<file path="config.mk">
export PLATFORM = sky130hd
export DESIGN_NAME = mult_div_unit
export DESIGN_NICKNAME = d
export VERILOG_FILES = /design/src/rtl/cpu_pkg.sv /design/src/rtl/mult_div_unit.sv
export SDC_FILE = /design/constraint.sdc
export NUM_CORES = 1
export LEC_CHECK = 0
export CAP_MARGIN = 40
export CORE_MARGIN = 4
export CORE_UTILIZATION = 53
export DETAILED_ROUTE_END_ITERATION = 10
export DONT_BUFFER_PORTS = 1
export GPL_TIMING_DRIVEN = 0
export MAX_ROUTING_LAYER = met4
export PLACE_DENSITY = 0.68
export SYNTH_ARGS = -nofsm -noshare
export SYNTH_HDL_FRONTEND = slang
export SYNTH_SLANG_ARGS = --single-unit
</file>
<file path="constraint.sdc">
create_clock -name clock -period 9.25 [get_ports clock]
set_clock_uncertainty 0.15 [all_clocks]
set_input_delay 0.925 -clock clock [delete_from_list [all_inputs] [get_ports clock]]
set_output_delay 0.925 -clock clock [all_outputs]
set_load 0.05 [all_outputs]
</file>
<file path="src/rtl/cpu_pkg.sv">
// Shared definitions for the multicycle CPU datapath and control.
// Holds the mult/div sequencer states and the sign helper.
package cpu_pkg;

    localparam int MD_WIDTH = 32;

    typedef enum logic [2:0] {
        IDLE     = 3'd0,
        MULT_RUN = 3'd1,
        DIV_RUN  = 3'd2,
        FIX_SIGN = 3'd3,
        FINISH   = 3'd4
    } md_state_t;

    // MemToReg sources for mfhi / mflo
    localparam logic [1:0] MEMTOREG_HI = 2'd2;
    localparam logic [1:0] MEMTOREG_LO = 2'd3;

    function automatic logic [MD_WIDTH-1:0] cond_neg(
        input logic [MD_WIDTH-1:0] v,
        input logic                neg
    );
        return neg ? (~v + 1'b1) : v;
    endfunction

endpackage

</file>
<file path="src/rtl/mult_div_unit.sv">
// Iterative signed multiply/divide engine with Hi/Lo result registers.
// One shared add/subtract datapath serves both shift-add and restoring divide.
module mult_div_unit
    import cpu_pkg::*;
#(
    parameter int WIDTH = MD_WIDTH,
    parameter int CNT_W = 6
) (
    input  logic             clock,
    input  logic             reset,
    input  logic             start_mult,
    input  logic             start_div,
    input  logic [WIDTH-1:0] a,
    input  logic [WIDTH-1:0] b,
    output logic [WIDTH-1:0] hi,
    output logic [WIDTH-1:0] lo,
    output logic             busy,
    output logic             done,
    output logic             div_zero
);

    md_state_t state, state_nx;

    logic [CNT_W-1:0]   cnt;
    logic [2*WIDTH-1:0] acc;
    logic [WIDTH-1:0]   opb;
    logic               neg_res;
    logic               neg_r;
    logic               is_div;
    logic               dz;

    logic               last;
    logic [WIDTH-1:0]   ain;
    logic [WIDTH:0]     sum;
    logic [2*WIDTH-1:0] acc_m;
    logic [2*WIDTH-1:0] acc_d;
    logic [WIDTH-1:0]   a_mag;
    logic [WIDTH-1:0]   b_mag;
    logic [WIDTH-1:0]   fix_lo;
    logic [WIDTH-1:0]   fix_hi_m;
    logic [WIDTH-1:0]   fix_hi_d;

    assign last = (cnt == CNT_W'(WIDTH - 1));

    always_comb begin
        a_mag = cond_neg(a, a[WIDTH-1]);
        b_mag = cond_neg(b, b[WIDTH-1]);

        // divide works on the remainder after its one-bit left shift
        ain = is_div ? acc[2*WIDTH-2:WIDTH-1] : acc[2*WIDTH-1:WIDTH];
        sum = is_div ? ({1'b0, ain} - {1'b0, opb})
                     : ({1'b0, ain} + {1'b0, opb});

        acc_m = acc[0] ? {sum, acc[WIDTH-1:1]}
                       : {1'b0, acc[2*WIDTH-1:1]};
        acc_d = sum[WIDTH] ? {acc[2*WIDTH-2:0], 1'b0}
                           : {sum[WIDTH-1:0], acc[WIDTH-2:0], 1'b1};

        // 2W negate split as {~hi + (lo==0), -lo}
        fix_lo   = cond_neg(acc[WIDTH-1:0], neg_res);
        fix_hi_m = neg_res
                 ? (~acc[2*WIDTH-1:WIDTH]
                    + {{(WIDTH-1){1'b0}}, (acc[WIDTH-1:0] == '0)})
                 : acc[2*WIDTH-1:WIDTH];
        fix_hi_d = cond_neg(acc[2*WIDTH-1:WIDTH], neg_r);
    end

    always_comb begin
        state_nx = state;
        busy     = 1'b0;
        done     = 1'b0;
        unique case (state)
            IDLE: begin
                if (start_mult)
                    state_nx = MULT_RUN;
                else if (start_div)
                    state_nx = (b == '0) ? FINISH : DIV_RUN;
            end
            MULT_RUN, DIV_RUN: begin
                busy = 1'b1;
                if (last)
                    state_nx = FIX_SIGN;
            end
            FIX_SIGN: begin
                busy     = 1'b1;
                state_nx = FINISH;
            end
            FINISH: begin
                done     = 1'b1;
                state_nx = IDLE;
            end
            default: state_nx = IDLE;
        endcase
    end

    assign div_zero = done & dz;

    always_ff @(posedge clock) begin
        if (reset) begin
            state   <= IDLE;
            cnt     <= '0;
            acc     <= '0;
            opb     <= '0;
            neg_res <= 1'b0;
            neg_r   <= 1'b0;
            is_div  <= 1'b0;
            dz      <= 1'b0;
            hi      <= '0;
            lo      <= '0;
        end else begin
            state <= state_nx;
            unique case (state)
                IDLE: begin
                    if (start_mult) begin
                        acc     <= {{WIDTH{1'b0}}, a_mag};
                        opb     <= b_mag;
                        neg_res <= a[WIDTH-1] ^ b[WIDTH-1];
                        is_div  <= 1'b0;
                        dz      <= 1'b0;
                        cnt     <= '0;
                    end else if (start_div) begin
                        if (b == '0) begin
                            dz <= 1'b1;
                        end else begin
                            acc     <= {{WIDTH{1'b0}}, a_mag};
                            opb     <= b_mag;
                            neg_res <= a[WIDTH-1] ^ b[WIDTH-1];
                            neg_r   <= a[WIDTH-1];
                            is_div  <= 1'b1;
                            dz      <= 1'b0;
                            cnt     <= '0;
                        end
                    end
                end
                MULT_RUN: begin
                    acc <= acc_m;
                    cnt <= cnt + 1'b1;
                end
                DIV_RUN: begin
                    acc <= acc_d;
                    cnt <= cnt + 1'b1;
                end
                FIX_SIGN: begin
                    lo <= fix_lo;
                    hi <= is_div ? fix_hi_d : fix_hi_m;
                end
                default: ;
            endcase
        end
    end

endmodule

</file>
==> impl_metrics.toml, run 1 <==
[floorplan]
start_util_pct = 54.16
chipWidth_um = 166.1
fp.dieArea_sq_um = 27590
die_height_um = 166.1
io_pins = 135
fp-row-count = 57
fp.coreArea_sq_um = 24460

[sta]
setup_tns_ps = 0
setup_slack_ps = 3255
max_slew_margin_pct = 40.73
period_share_pct = 64.81
rsz0062_at_grt = "false"
hold_viol = 0
slew_viol_final = 0
setup_violations = 0
max_freq_ghz = 0.1668
worst_pin_slew_ps = 889.1
min_period_ps = 5995

[critical_path]
worst_setup_path_end_kind = "register"
arrival_ps = 6150
worstReg2RegStart = "is_div$_SDFFE_PP0P_"
required_ps = 9400
critPathMaxFanout = 10
rr_worst_depth = 17
cp-start-kind = "register"
worst-setup-path-type = "reg -> reg"
crit_start = "is_div$_SDFFE_PP0P_"

[final_layout]
fin_util_pct = 58.45
area_growth_pct = 7.924
diodes = 0
layout.cells.most_common = "nor2_1"
most-common-layout-cells = "205 x nor2_1, 173 x dfxtp_1, 132 x nand2_1"
nNetsFinal = 1833
final_cell_area_sq_um = 14300
drive_gt1_share_pct = 7.834

[hold_path]
hold_start = "dz$_SDFFE_PP0P_"
holdPathStages = 2
min_path_type = "reg -> reg"

[power]
total_power_w = 0.003424
ir_drop_mv = 0.1267
sw_frac_of_total_pct = 46.27
power.internal_w = 0.001840
powerDensity_nw_per_um2 = 239.5
p_clk_share_pct = 22.7
comb_power_share_pct = 47.4
p_seq_share_pct = 29.8
p_switching_w = 0.001584
p_leak_nw = 5.355

[cts]
post_cts_buffers = 0
ctsResizeCount = 0
cts.sinks = 173
clk_latency_ps = 440
cts_root_buf = "clkbuf_16"
tritoncts = "built"
path_clk_slew_ps = 90
h-tree-depth = 4
clockBufferDepth = 2
ctsHoldBuffers = 0
numCtsBuffers = 17

[logic_synthesis]
synth_area_per_cell_sq_um = 7.784
ys_seq_area_share_pct = 26.14
synth_edf_count = 0
syn-num-nets = 1812
netlist_instances = 1702
synth.cell_area_sq_um = 13250
synth.distinct_cells = 79
synth-seq-cells = 173
ys.warnings.count = 0
synth_ff_type = "dfxtp_1"
synthArstFlopShare_pct = 0

[global_routing]
grt_pass1_vias = 12240
grt_max_degree = 22
grt_pass1_wl_um = 68600
antenna_found_initial = 0
track_usage_pct = 31.33
grt_overflow_total = 0

[drt]
drc = 0
firstDrtPassIters = 6
routed_wl_um = 43440
routedWlPerCell_um = 21.09
antenna_left = 0
drt-initial-drc-count = 1513
dr_total_vias = 13050
via_per_inst = 6.334

[job]
drv_cap = 0

[place]
dp_hpwl_um = 33930
gp_congestion = 0.9856
portBuffers = 0
post-place-ws_ps = 3406
post_dp_cell_area_sq_um = 13670

[run_status]
status = "finished clean"
-- worst max-delay path, stage by stage, from the launching register on --
cell       delay, ps
dfxtp_1          310
clkbuf_1         640
clkbuf_1         450
buf_1            640
mux2i_1          170
ha_1             240
fa_1             410
nor2b_1          230
o311a_1          190
o21ai_0          190
a2111oi_0        710
o21ai_0          260
a21o_1           260
and3_1           190
buf_6            150
buf_12           150
o21ai_0          360
o22ai_1          150
-- final cells by class --
type,instances,area (sq um)
multi-input cells,1351,9011
inverters,30,112.6
well taps,324,405.4
plain buffers,148,660.6
fillers,2330,10160
clock inverters,15,203.9
flip-flops and latches,173,3463
repair buffers,2,15.01
clock buffers,17,425.4
-- registers in the layout, indices dropped and copies added (netlist names) --
register / flops
acc: 64
cnt: 6
dz: 1
hi: 32
is_div: 1
lo: 32
neg_r: 1
neg_res: 1
opb: 32
state: 3
-- cells in the mapped netlist, types with 8 or more instances --
library cell,number,area [sq um]
or4_1,23,172.7
buf_2,23,115.1
xnor2_1,75,656.9
or2_2,8,50.05
nand3_1,18,90.09
inv_1,30,112.6
a22oi_1,29,217.7
nand2b_1,8,50.05
o31ai_1,35,262.8
nand4_1,15,93.84
a21o_1,13,97.59
or3_1,29,181.4
a211oi_1,92,690.7
a31oi_1,9,56.30
mux2i_1,43,430.4
mux2_2,42,473.0
nand2_1,132,495.5
o21ai_0,95,475.5
buf_1,12,45.04
o41ai_1,13,113.9
a311oi_1,8,70.07
dfxtp_1,173,3463
a21oi_1,100,500.5
nor3_1,33,165.2
o22ai_1,28,175.2
nor4_1,16,100.1
and3_1,14,87.58
a221oi_1,23,201.4
xor2_1,98,858.3
nor2_1,205,769.5
clkbuf_1,102,382.9
ha_1,41,513.0
-- path summary, 6_finish.rpt --
| kind | to | slack [ps] |
|---|---|---|
| max | acc[32]$_SDFFE_PP0P_ | 3260 |
| min | dz$_SDFFE_PP0P_ | 310 |
| min reg2reg | dz$_SDFFE_PP0P_ | 310 |
| max reg2reg | acc[32]$_SDFFE_PP0P_ | 3260 |
-- per-stage QoR --
step                      hold WS [ps]  instances
after floorplan                  271.0       1702
after global routing             355.5       2060
after CTS                        310.9       2060
final                            309.8       2060
after global placement           282.4       2026
after detailed placement         296.7       2028
-- per-layer routing --
metal  part of all wire (%)  track usage, %  wire length [um]  vias to the layer above
met4                    2.3           9.326              1020                        0
met5                      0               -                 0                        -
li1                       -               -                 -                     6286
met3                    9.6           7.308              4156                       60
met2                     43           45.40             18590                      628
met1                     45           43.55             19680                     6074
-- logic make-up after synthesis --
logic type	after synthesis	share of synthesized area, %
multiplexers	86	6.932
AND/OR/NAND/NOR	534	19.08
buffers and inverters	178	5.837
XOR/XNOR	173	11.44
flip-flops	173	26.14
adder cells (fa/ha/maj)	42	4.023
AO/OA/AOI/OAI	516	26.55
-- power by group through the flow --
stage	logic [W]	clock network [W]	registers, W
finish	0.00162	0.000778	0.00102
global route	0.00178	0.000810	0.00103
CTS	0.00159	0.000779	0.00102
detailed placement	0.00158	0	0.00103
global placement	0.00156	0	0.00103
floorplan	0.00122	0	0.000996
Note: power is estimated with default switching activity, not from simulation.
==> inputs of run 2 (changes only) <==
--- a/config.mk
+++ b/config.mk
@@ -12,7 +12,7 @@
 export DONT_BUFFER_PORTS = 1
 export GPL_TIMING_DRIVEN = 0
 export MAX_ROUTING_LAYER = met4
-export PLACE_DENSITY = 0.68
+export PLACE_DENSITY = 0.71
 export SYNTH_ARGS = -nofsm -noshare
 export SYNTH_HDL_FRONTEND = slang
 export SYNTH_SLANG_ARGS = --single-unit
==> constraint.sdc (replaced) <==
create_clock -name clock -period 4.8 [get_ports clock]
set_clock_uncertainty 0.15 [all_clocks]
set_input_delay 0.48 -clock clock [delete_from_list [all_inputs] [get_ports clock]]
set_output_delay 0.48 -clock clock [all_outputs]
set_load 0.05 [all_outputs]
==> run 2 against run 1 <==
  * Highest routed layer unchanged
  * Critical path type unchanged
  * Critical path depth down 1
  * Hold slack got worse by 260 ps
  * Count of clock-buffer cells in the layout did not move
  * Largest cell class unchanged
  * Largest power group unchanged
==> impl_metrics.toml, run 2 (synthesis gave the netlist of run 1 again) <==
[cts]
cts.sinks = 173
clockBufferDepth = 2
tritoncts = "built"
path_clk_slew_ps = 80
cts_root_buf = "clkbuf_16"
numCtsBuffers = 17
h-tree-depth = 4
clk_latency_ps = 440

[sta]
worst_pin_slew_ps = 947.8
period_share_pct = 96.62
slew_viol_final = 0
hold_ws_ps = 46.41
max_slew_margin_pct = 36.81
hold_viol = 0
setup_violations = 0
max_freq_ghz = 0.2156
min_period_ps = 4638

[floorplan]
fp.coreArea_sq_um = 24460
chipWidth_um = 166.1
fp-row-count = 57
fp.dieArea_sq_um = 27590
start_util_pct = 54.16
die_height_um = 166.1
io_pins = 135

[critical_path]
worst_setup_path_end_kind = "register"
arrival_ps = 4840
rr_worst_depth = 16
worst-setup-path-type = "reg -> reg"
critPathMaxFanout = 10
crit_start = "acc[0]$_SDFFE_PP0P_"
worstReg2RegStart = "acc[0]$_SDFFE_PP0P_"
cp-start-kind = "register"
crit_end = "hi[29]$_SDFFE_PP0P_"
required_ps = 5000
r2r_slack_ps = 160
r2r-end = "hi[29]$_SDFFE_PP0P_"

[hold_path]
min_path_type = "in -> reg"
holdPathStages = 2

[drt]
routedWlPerCell_um = 20.89
antenna_left = 0
routed_wl_um = 43040
drt-initial-drc-count = 1496
via_per_inst = 6.359
firstDrtPassIters = 6
dr_total_vias = 13100
drc = 0

[global_routing]
antenna_found_initial = 0
grt_max_degree = 22
track_usage_pct = 30.57
grt_overflow_total = 0
grt_pass1_wl_um = 67160
grt_pass1_vias = 12120

[final_layout]
nNetsFinal = 1832
stdcell_count = 2060
fillers = 2307
largest_reg_flops = 64
area_growth_pct = 9.369
drive_gt1_share_pct = 9.798
most-common-layout-cells = "204 x nor2_1, 172 x dfxtp_1, 132 x nand2_1"
layout.cells.most_common = "nor2_1"
regMostFlops = "acc"

[power]
powerDensity_nw_per_um2 = 458.5
ir_drop_mv = 0.2031
p_leak_nw = 5.437
total_power_w = 0.006644

[job]
drv_cap = 0

[place]
dp_hpwl_um = 33370
gp_congestion = 0.9681
dp_cells = 2027
portBuffers = 0

[run_status]
status = "finished clean"
==> run 2: cell types whose count changed in the layout (fill, tap and decap cells not counted), sizes merged <==
cell and change:
diode +1, inv -2, clkbuf -2, dlygate4sd3 +1, clkinv +2
==> run 2: where the power goes <==
part / switching, W / total (W) / internal (W)
clock network: 0.000759 / 0.00148 / 0.000723
registers: 0.000358 / 0.00198 / 0.00162
logic: 0.00194 / 0.00318 / 0.00124
total: 0.00306 / 0.00664 / 0.00359
==> run 2: worst min path at each step <==
stage	from	slack [ps]	to
finish	b[0]	50	opb[0]$_SDFFE_PP0P_
global route	b[0]	40	opb[0]$_SDFFE_PP0P_
CTS	b[0]	30	opb[0]$_SDFFE_PP0P_
detailed placement	dz$_SDFFE_PP0P_	290	dz$_SDFFE_PP0P_
global placement	dz$_SDFFE_PP0P_	280	dz$_SDFFE_PP0P_
floorplan	dz$_SDFFE_PP0P_	270	dz$_SDFFE_PP0P_
==> run 2: layout make-up <==
cell class / instances / area (sq um) / share of cell area (%)
Clock buffer: 17 / 425.4 / 2.936
Sequential cell: 173 / 3467 / 23.93
Buffer: 144 / 660.6 / 4.560
Inverter: 30 / 112.6 / 0.7772
Tap cell: 324 / 405.4 / 2.798
Clock inverter: 15 / 209.0 / 1.442
Timing Repair Buffer: 5 / 36.28 / 0.2504
Antenna cell: 1 / 2.502 / 0.01727
Multi-Input combinational cell: 1351 / 9170 / 63.29
==> run 2: stage by stage <==
step	worst slack, ps	util (%)	area (sq um)	TNS, ps
floorplan	436.7	-	13250	0
global placement	-802.9	55.81	13650	-28780
detailed placement	-794.1	55.83	13660	-28880
CTS	17.94	58.71	14360	0
global route	-22.48	59.22	14490	-46.62
finish	162.1	59.23	14490	0
==> run 2: metal layers <==
layer / part of all wire, % / wire length (um) / global-route usage (%) / up-vias
met5: 0 / 0 / - / -
met4: 2.3 / 982 / 8.286 / 0
met1: 45 / 19430 / 41.82 / 6145
met3: 9.5 / 4089 / 7.308 / 76
li1: - / - / - / 6299
met2: 43 / 18530 / 45.40 / 580
==> run 2: worst max-delay path, cell delays in order, from the launching register on <==
cell      delay [ps]
dfxtp_1          340
inv_2            150
clkbuf_4         250
ha_2             240
nand3_1          140
or3_1            430
or4_4            470
or3_1            450
nor4_4           200
ha_1             230
nor3b_2          200
nand2_1           80
a21oi_1          290
o21ai_1          220
o31ai_1          320
xor2_1           130
a211oi_1         250
==> run 2: timing repair <==
| item | CTS | global route |
|---|---|---|
| buffers inserted | 0 | 3 |
| pin swaps | 0 | 5 |
| cloned | 0 | 0 |
| hold endpoints to repair | 1 | 0 |
| gates resized for setup | 22 | 29 |
| endpoints found under the setup margin | 56 | 40 |
| hold buffers | 1 | 0 |
==> inputs of run 3 (changes only) <==
--- a/config.mk
+++ b/config.mk
@@ -12,7 +12,7 @@
 export DONT_BUFFER_PORTS = 1
 export GPL_TIMING_DRIVEN = 0
 export MAX_ROUTING_LAYER = met4
-export PLACE_DENSITY = 0.71
+export PLACE_DENSITY = 0.75
 export SYNTH_ARGS = -nofsm -noshare
 export SYNTH_HDL_FRONTEND = slang
 export SYNTH_SLANG_ARGS = --single-unit
==> run 3 against run 2 <==
  * Register-to-register slack improved by 50 ps
  * Count of clock-buffer cells in the layout unchanged
  * Combinational power about the same
  * Global-route usage increased by 0.16 points
  * Total power increased by 0.55%
  * Sequential share of layout area decreased by 0.073 points
  * Cell count about the same
  * Largest power group unchanged
  * Highest routed layer unchanged
==> impl_metrics.toml, run 3 (synthesis gave the netlist of run 1 again) <==
[cts]
cts_root_buf = "clkbuf_16"
clockBufferDepth = 2
tritoncts = "built"
path_clk_slew_ps = 80
cts.sinks = 173
clk_latency_ps = 450
h-tree-depth = 4
numCtsBuffers = 17

[power]
ir_drop_mv = 0.2589
powerDensity_nw_per_um2 = 460.0
total_power_w = 0.006680
p_leak_nw = 5.438

[floorplan]
fp.coreArea_sq_um = 24460
io_pins = 135
chipWidth_um = 166.1
start_util_pct = 54.16
fp-row-count = 57
die_height_um = 166.1
fp.dieArea_sq_um = 27590

[critical_path]
critPathMaxFanout = 10
crit_chain = "inv_2 > clkbuf_8 > ha_2 > nand3_1 > or3_1 > or4_4 > or3_1 > nor4_4 > ha_1 > nor3b_2 > o22a_1 > o21ai_1 > o21bai_4 > a21oi_4 > and3_1 > o21ai_1 > a21oi_1"
cp-start-kind = "register"
required_ps = 5030
worst_setup_path_end_kind = "register"
crit_family = "simple AND/OR/NAND/NOR gates"
crit_path_max_incr_delay_ps = 470
cp_num_buf_inv = 2
worst-setup-path-type = "reg -> reg"
arrival_ps = 4810
crit_slowest_cell = "or4_4"

[drt]
dr_total_vias = 13170
routedWlPerCell_um = 21.07
firstDrtPassIters = 8
routed_wl_um = 43380
drt-initial-drc-count = 1539
antenna_left = 0
drc = 0
via_per_inst = 6.394

[sta]
max_freq_ghz = 0.2180
setup_violations = 0
hold_viol = 0
worst_pin_slew_ps = 907.4
slew_viol_final = 0
setup_tns_ps = 0
setup_slack_ps = 213.0
min_period_ps = 4587
period_share_pct = 95.56
max_slew_margin_pct = 39.50

[final_layout]
drive_gt1_share_pct = 10.32
layout.cells.most_common = "nor2_1"
diodes = 0
most-common-layout-cells = "204 x nor2_1, 172 x dfxtp_1, 132 x nand2_1"
area_growth_pct = 9.624
nNetsFinal = 1832
regMostFlops = "acc"
final_cell_area_sq_um = 14520
stdcell_count = 2059
largest_reg_flops = 64

[place]
gp_congestion = 0.9717
portBuffers = 0
post_dp_cell_area_sq_um = 13650
dp_cells = 2026
dp_hpwl_um = 33860
post-place-ws_ps = -1025

[job]
drv_cap = 0

[global_routing]
track_usage_pct = 30.73
grt_overflow_total = 0
grt_pass1_vias = 12230
antenna_found_initial = 0
grt_max_degree = 22
grt_pass1_wl_um = 67150

[run_status]
status = "finished clean"

[hold_path]
min_path_type = "in -> reg"
-- run 3: final timing paths --
kind                                             to  slack, ps           startpoint  cells past startpoint
worst max register to register  hi[31]$_SDFFE_PP0P_        210  acc[0]$_SDFFE_PP0P_                     17
worst min-delay path            opb[0]$_SDFFE_PP0P_         60                 b[0]                      2
worst max-delay path            hi[31]$_SDFFE_PP0P_        210  acc[0]$_SDFFE_PP0P_                     17
worst min register to register      dz$_SDFFE_PP0P_        300      dz$_SDFFE_PP0P_                      2
-- run 3: metrics by stage --
step | util (%) | hold slack [ps]
after CTS | 58.78 | 49.24
after global placement | 55.81 | 280.4
after floorplan | - | 271.0
final | 59.37 | 56.58
after detailed placement | 55.81 | 285.2
after global routing | 59.37 | 83.80
-- run 3: what timing repair did --
action | CTS | global route
endpoints found under the setup margin | 60 | 41
gates resized for setup | 26 | 33
pin swaps | 1 | 8
hold buffers | 1 | 0
setup buffers | 1 | 4
hold endpoints to repair | 1 | 0
-- run 3: power breakdown --
group / internal [W] / leakage, nW / switching (W)
Combinational: 0.00125 / 3.72 / 0.00196
Clock: 0.000725 / 0.303 / 0.000762
Sequential: 0.00162 / 1.42 / 0.000358
-- run 3: cell type report --
| cell class | count | area [sq um] |
|---|---|---|
| Sequential cell | 173 | 3465 |
| Timing Repair Buffer | 6 | 47.55 |
| Tap cell | 324 | 405.4 |
| Clock inverter | 15 | 209.0 |
| Inverter | 30 | 112.6 |
| Buffer | 143 | 663.1 |
| Fill cell | 2279 | 9940 |
| Clock buffer | 17 | 425.4 |
| Multi-Input combinational cell | 1351 | 9195 |
-- run 3: per-layer routing --
layer / GRT usage (%) / vias to the layer above / part of all wire [%]
li1: - / 6285 / -
met5: - / - / 0
met1: 41.57 / 6155 / 44
met3: 7.308 / 78 / 10
met4: 9.935 / 0 / 2.6
met2: 45.45 / 647 / 43
